### src/rtl/bin_to_bcd_seq_pkg.sv
// Shared definitions for the sequential binary-to-BCD converter.
//   - default widths (BIN_W_DEF, BCD_DIGITS_DEF)
//   - FSM state encoding (IDLE / SHIFT)
//   - add-3 threshold and the per-digit adjust function
package bin_to_bcd_seq_pkg;

  localparam int BIN_W_DEF      = 16;
  localparam int BCD_DIGITS_DEF = 5;

  typedef enum logic {
    IDLE  = 1'b0,
    SHIFT = 1'b1
  } state_t;

  localparam logic [3:0] ADD3_THRESH = 4'd5;

  // A digit of 5..9 becomes 8..12 so the following left shift carries
  // into the next decade. Max result 12 still fits in one nibble.
  function automatic logic [3:0] digit_adj(input logic [3:0] d);
    return (d >= ADD3_THRESH) ? (d + 4'd3) : d;
  endfunction

endpackage

### src/rtl/bcd_digit_adj.sv
// Single-digit double-dabble correction.
// Ports:
//   digit_in  - BCD scratch nibble before the shift
//   digit_out - digit_in + 3 when digit_in >= 5, otherwise digit_in
module bcd_digit_adj
  import bin_to_bcd_seq_pkg::*;
(
  input  logic [3:0] digit_in,
  output logic [3:0] digit_out
);

  assign digit_out = digit_adj(digit_in);

endmodule

### src/rtl/bin_to_bcd_seq.sv
// Sequential shift-and-add-3 binary-to-BCD converter, one bit per clock.
// A start pulse captures bin_code; BIN_W clocks later bcd_code is updated
// and done pulses for one cycle. bcd_code holds between conversions.
// Ports:
//   clk      - system clock
//   rst_n    - asynchronous active-low reset
//   start    - single-cycle request, accepted only while idle
//   bin_code - binary value, sampled on the edge that accepts start
//   busy     - high while a conversion is running
//   done     - one-cycle pulse after bcd_code has been updated
//   bcd_code - packed BCD, most significant digit in the MSBs
// BCD_DIGITS must satisfy 10^BCD_DIGITS > 2^BIN_W - 1 so no significant
// bit is ever shifted out of the scratch register.
module bin_to_bcd_seq
  import bin_to_bcd_seq_pkg::*;
#(
  parameter int BIN_W      = BIN_W_DEF,
  parameter int BCD_DIGITS = BCD_DIGITS_DEF
) (
  input  logic                    clk,
  input  logic                    rst_n,
  input  logic                    start,
  input  logic [BIN_W-1:0]        bin_code,
  output logic                    busy,
  output logic                    done,
  output logic [4*BCD_DIGITS-1:0] bcd_code
);

  localparam int SCR_W = 4 * BCD_DIGITS;
  localparam int CNT_W = (BIN_W > 1) ? $clog2(BIN_W) : 1;
  localparam logic [CNT_W-1:0] CNT_LAST = CNT_W'(BIN_W - 1);

  state_t             state;
  state_t             state_nxt;
  logic [BIN_W-1:0]   bin_sr;
  logic [SCR_W-1:0]   scratch;
  logic [CNT_W-1:0]   cnt;
  logic               done_q;
  logic [SCR_W-1:0]   bcd_q;

  logic [SCR_W-1:0]   scr_adj;
  logic [SCR_W-1:0]   scr_shift;
  logic [BIN_W-1:0]   bin_shift;

  logic               do_load;
  logic               do_step;
  logic               do_finish;

  // Per-digit add-3 on the pre-shift scratch value
  for (genvar g = 0; g < BCD_DIGITS; g++) begin : g_adj
    bcd_digit_adj u_adj (
      .digit_in  (scratch[4*g +: 4]),
      .digit_out (scr_adj[4*g +: 4])
    );
  end

  // {scratch, binary} shifted left as one register; the scratch MSB falls off
  assign scr_shift = (scr_adj << 1) | SCR_W'(bin_sr[BIN_W-1]);
  assign bin_shift = bin_sr << 1;

  // Next-state and control strobes
  always_comb begin
    state_nxt = state;
    do_load   = 1'b0;
    do_step   = 1'b0;
    do_finish = 1'b0;
    case (state)
      IDLE: begin
        if (start) begin
          do_load   = 1'b1;
          state_nxt = SHIFT;
        end
      end
      SHIFT: begin
        do_step = 1'b1;
        if (cnt == CNT_LAST) begin
          do_finish = 1'b1;
          state_nxt = IDLE;
        end
      end
      default: state_nxt = IDLE;
    endcase
  end

  always_ff @(posedge clk or negedge rst_n) begin
    if (!rst_n) begin
      state <= IDLE;
    end else begin
      state <= state_nxt;
    end
  end

  // Datapath: capture, shift, and result load
  always_ff @(posedge clk or negedge rst_n) begin
    if (!rst_n) begin
      bin_sr  <= '0;
      scratch <= '0;
      cnt     <= '0;
      done_q  <= 1'b0;
      bcd_q   <= '0;
    end else begin
      done_q <= do_finish;
      if (do_load) begin
        bin_sr  <= bin_code;
        scratch <= '0;
        cnt     <= '0;
      end else if (do_step) begin
        bin_sr  <= bin_shift;
        scratch <= scr_shift;
        cnt     <= do_finish ? '0 : (cnt + CNT_W'(1));
      end
      // Only the completion edge touches the visible result
      if (do_finish) begin
        bcd_q <= scr_shift;
      end
    end
  end

  assign busy     = (state == SHIFT);
  assign done     = done_q;
  assign bcd_code = bcd_q;

endmodule
### config.mk
export PLATFORM = sky130hd
export DESIGN_NAME = bin_to_bcd_seq
export DESIGN_NICKNAME = d
export VERILOG_FILES = /design/src/rtl/bin_to_bcd_seq_pkg.sv /design/src/rtl/bcd_digit_adj.sv /design/src/rtl/bin_to_bcd_seq.sv
export SDC_FILE = /design/constraint.sdc
export NUM_CORES = 1
export LEC_CHECK = 0
export CAP_MARGIN = 20
export CORE_ASPECT_RATIO = 0.7
export CORE_MARGIN = 10
export CORE_UTILIZATION = 49
export CTS_CLUSTER_DIAMETER = 50
export DETAILED_ROUTE_END_ITERATION = 8
export PLACE_DENSITY = 0.76
export SYNTH_ARGS = -nofsm -noshare
export SYNTH_HDL_FRONTEND = slang
export SYNTH_SLANG_ARGS = --single-unit
### constraint.sdc
create_clock -name clk -period 1.6 [get_ports clk]
set_clock_uncertainty 0.05 [all_clocks]
set_input_delay 0.32 -clock clk [delete_from_list [all_inputs] [get_ports clk]]
set_output_delay 0.32 -clock clk [all_outputs]
set_load 0.03 [all_outputs]
==> impl_metrics.yaml <==
run_status:
  status: "completed"
floorplan:
  pin_count: 41
  row_count: 23
  dieArea_mm2: 0.009574
  die_y_um: 84.92
  die_x_um: 112.7
  coreArea_mm2: 0.005784
  start_util_pct: 51.01
power_and_ir_drop:
  pwr_density_cell_mw_per_mm2: 2082
  leakage_nw: 1.875
  finalPower_mw: 8.008
  ir_worst_vdd_mv: 1.097
layout:
  final_nets: 354
  final_util_pct: 66.52
  fin_area_mm2: 0.003847
  n_antenna_cell: 0
  syn_to_final_growth_pct: 30.41
  drive_gt1_share_pct: 22.56
  nFillCells: 448
synthesis:
  synthMuxAreaShare_pct: 13.78
  mappedNetlistNets: 297
  ys.flop_type: "dfrtp_1"
  synthCells: 267
  synth_xor_area_share_pct: 1.781
  synth_adder_area_share_pct: 4.665
  yosysUniqueCellTypes: 24
  async_reset_ff_share_pct: 100.0
  synth_top_area_share_pct: 52.59
  synth_top_family_by_area: "multiplexers"
  synthSimpleGateAreaFrac_pct: 10.77
  synth_enable_flop_cells: 0
  yosysSeqAreaShare_pct: 52.59
  netlist_top_cells_area: "dfrtp_1, mux2i_1, o21ai_0, nand2_1, ha_1"
  synth_commonest_cells: "dfrtp_1, nand2_1, o21ai_0"
  yosysWarningCount: 0
  ys_ff_latch: 62
  synth_most_common_cell: "dfrtp_1"
  yosys.area.top_type: "dfrtp_1"
  synth-compound-area-share_pct: 12.17
  syn_area_per_cell_um2: 11.05
  syn_area_mm2: 0.002950
clock_network:
  insertion_delay_ns: 0.34
  root_buffer: "clkbuf_8"
  clkTransAtPathRegs_ns: 0.07
  numCtsBuffers: 9
  cts_tree: "done"
  ctsLongestPathBuffers: 2
  cts.sinks: 62
  htreeDepth: 3
global_routing:
  grt_pass1_vias: 2258
  grt.overflow.total: 0
  grtUsageTotal_pct: 14.03
  grt_max_degree: 63
  grt_pass1_wl_um: 11060
  antenna_found_initial: 0
timing:
  period_needed_ns: 1.548
  setup_viol: 0
  drv_slew: 0
  fin_ws_ns: 0.05169
  hold_viol_final: 0
  relSlewSlack_pct: 75.80
  timing.fmax_mhz: 645.9
  worst_pin_slew_ns: 0.3592
  fin_crit_sh_pct: 96.77
  fin_setup_tns_ns: 0
place:
  placed_area_mm2: 0.003526
  place_ws_ns: -0.08684
  port-buffer-count: 40
  hpwl_um: 4190
  place_congestion: 0.8039
setup_path:
  cpPeakStageDelay_ns: 0.39
  end_kind: "flip-flop"
  crit_type: "flip-flop to flip-flop"
  crit_path_cell_trace: "inv_2, ha_1, nand2b_4, a21oi_4, mux2i_2, mux2_4"
  required_ns: 1.83
  worstSetupStartpointType: "flip-flop"
  crit_arrival_ns: 1.78
  path_max_fanout: 3
  crit_slowest_cell: "dfrtp_1"
routing:
  drtIter0Drc: 96
  wirelength_um: 6476
  drt-pass1-iter-count: 4
  wl_per_cell_um: 16.07
  via_count: 2134
  viasPerCell: 5.295
  drc: 0
  antenna_left: 0
worst_hold_path:
  hold_path_class: "flip-flop to flip-flop"
run:
  maxCapViolations: 0
-- kinds of logic after synthesis --
kind of cell             Yosys count
AO/OA/AOI/OAI                     59
XOR/XNOR                           6
adder cells (fa/ha/maj)           11
buffers and inverters             25
flip-flops                        62
multiplexers                      36
AND/OR/NAND/NOR                   68
-- routing by layer --
layer	up-vias	wire length, µm	global-route usage, %
met4	0	95	5.402
met5	-	0	0
met3	11	380	5.767
li1	1035	-	-
met1	1047	2997	16.80
met2	41	3003	22.08
-- stage by stage --
step                      hold slack [ns]  cells
after floorplan                  -0.02559    267
after global placement             0.3039    385
after detailed placement           0.3073    385
after CTS                          0.4345    403
after global routing               0.4571    403
final                              0.4265    403
-- what timing repair did --
item | 4_1_cts | 5_1_grt
pin swaps | 1 | 6
gates resized for setup | 28 | 24
endpoints found under the setup margin | 29 | 25
cloned | 1 | 0
endpoints found under the hold margin | 62 | 0
hold buffers | 1 | 0
setup buffers | 1 | 0
-- layout by cell type, fill, tap and decap left out, types with 5 or more instances in the layout --
master | Yosys | final
a22o_1 | 15 | 15
buf_4 | 0 | 13
clkbuf_8 | 0 | 10
clkdlybuf4s50_1 | 0 | 17
dfrtp_1 | 62 | 61
dlygate4sd2_1 | 0 | 21
ha_1 | 11 | 7
inv_1 | 12 | 7
inv_2 | 0 | 5
mux2_2 | 9 | 7
mux2_4 | 7 | 9
mux2i_1 | 20 | 18
nand2_1 | 42 | 42
nor2_1 | 7 | 7
o21ai_0 | 32 | 30
xnor2_1 | 6 | 6
-- worst paths after layout --
kind	from	endpoint	slack [ns]	cells past startpoint
min in group asynchronous	rst_n	bcd_code[8]$_DFFE_PN0P_	0.47	3
max reg2reg	scratch[9]$_DFFE_PN0P_	bcd_code[10]$_DFFE_PN0P_	0.05	6
max in group asynchronous	rst_n	bin_sr[6]$_DFFE_PN0P_	0.77	3
max	scratch[9]$_DFFE_PN0P_	bcd_code[10]$_DFFE_PN0P_	0.05	6
min reg2reg	bcd_code[16]$_DFFE_PN0P_	bcd_code[16]$_DFFE_PN0P_	0.43	2
min	bcd_code[16]$_DFFE_PN0P_	bcd_code[16]$_DFFE_PN0P_	0.43	2
-- power by group --
| part | total (mW) | internal [mW] | leakage [nW] | switching, mW |
|---|---|---|---|---|
| Combinational | 3.88 | 1.90 | 0.988 | 1.98 |
| Sequential | 2.79 | 2.24 | 0.792 | 0.558 |
| Clock | 1.33 | 0.748 | 0.0952 | 0.586 |
| Total | 8.01 | 4.89 | 1.88 | 3.12 |
-- flip-flops by register name (all words and copies together), names as in the netlist --
signal,count
bcd_code,20
scratch,20
cnt,4
bin_sr,16
done,1
busy,1
-- area by class of cell --
type	instances	area, µm²	share of cell area (%)
repair buffers	58	579.3	15.06
clock inverters	4	47.55	1.236
well taps	75	93.84	2.439
clock buffers	11	141.4	3.675
inverters	13	56.30	1.463
multi-input cells	180	1376	35.77
flip-flops and latches	62	1553	40.36
-- worst max-delay path: cells and delay by family, from the launching register on --
family                     cells  cell delay (ns)
AOI/OAI and AO/OA              1             0.18
adders and majority gates      1             0.19
buffers and inverters          1             0.08
DFF                            1             0.39
muxes                          2             0.45
and+or+nand+nor                1             0.15
No activity file was read; power rests on OpenSTA's default activity.
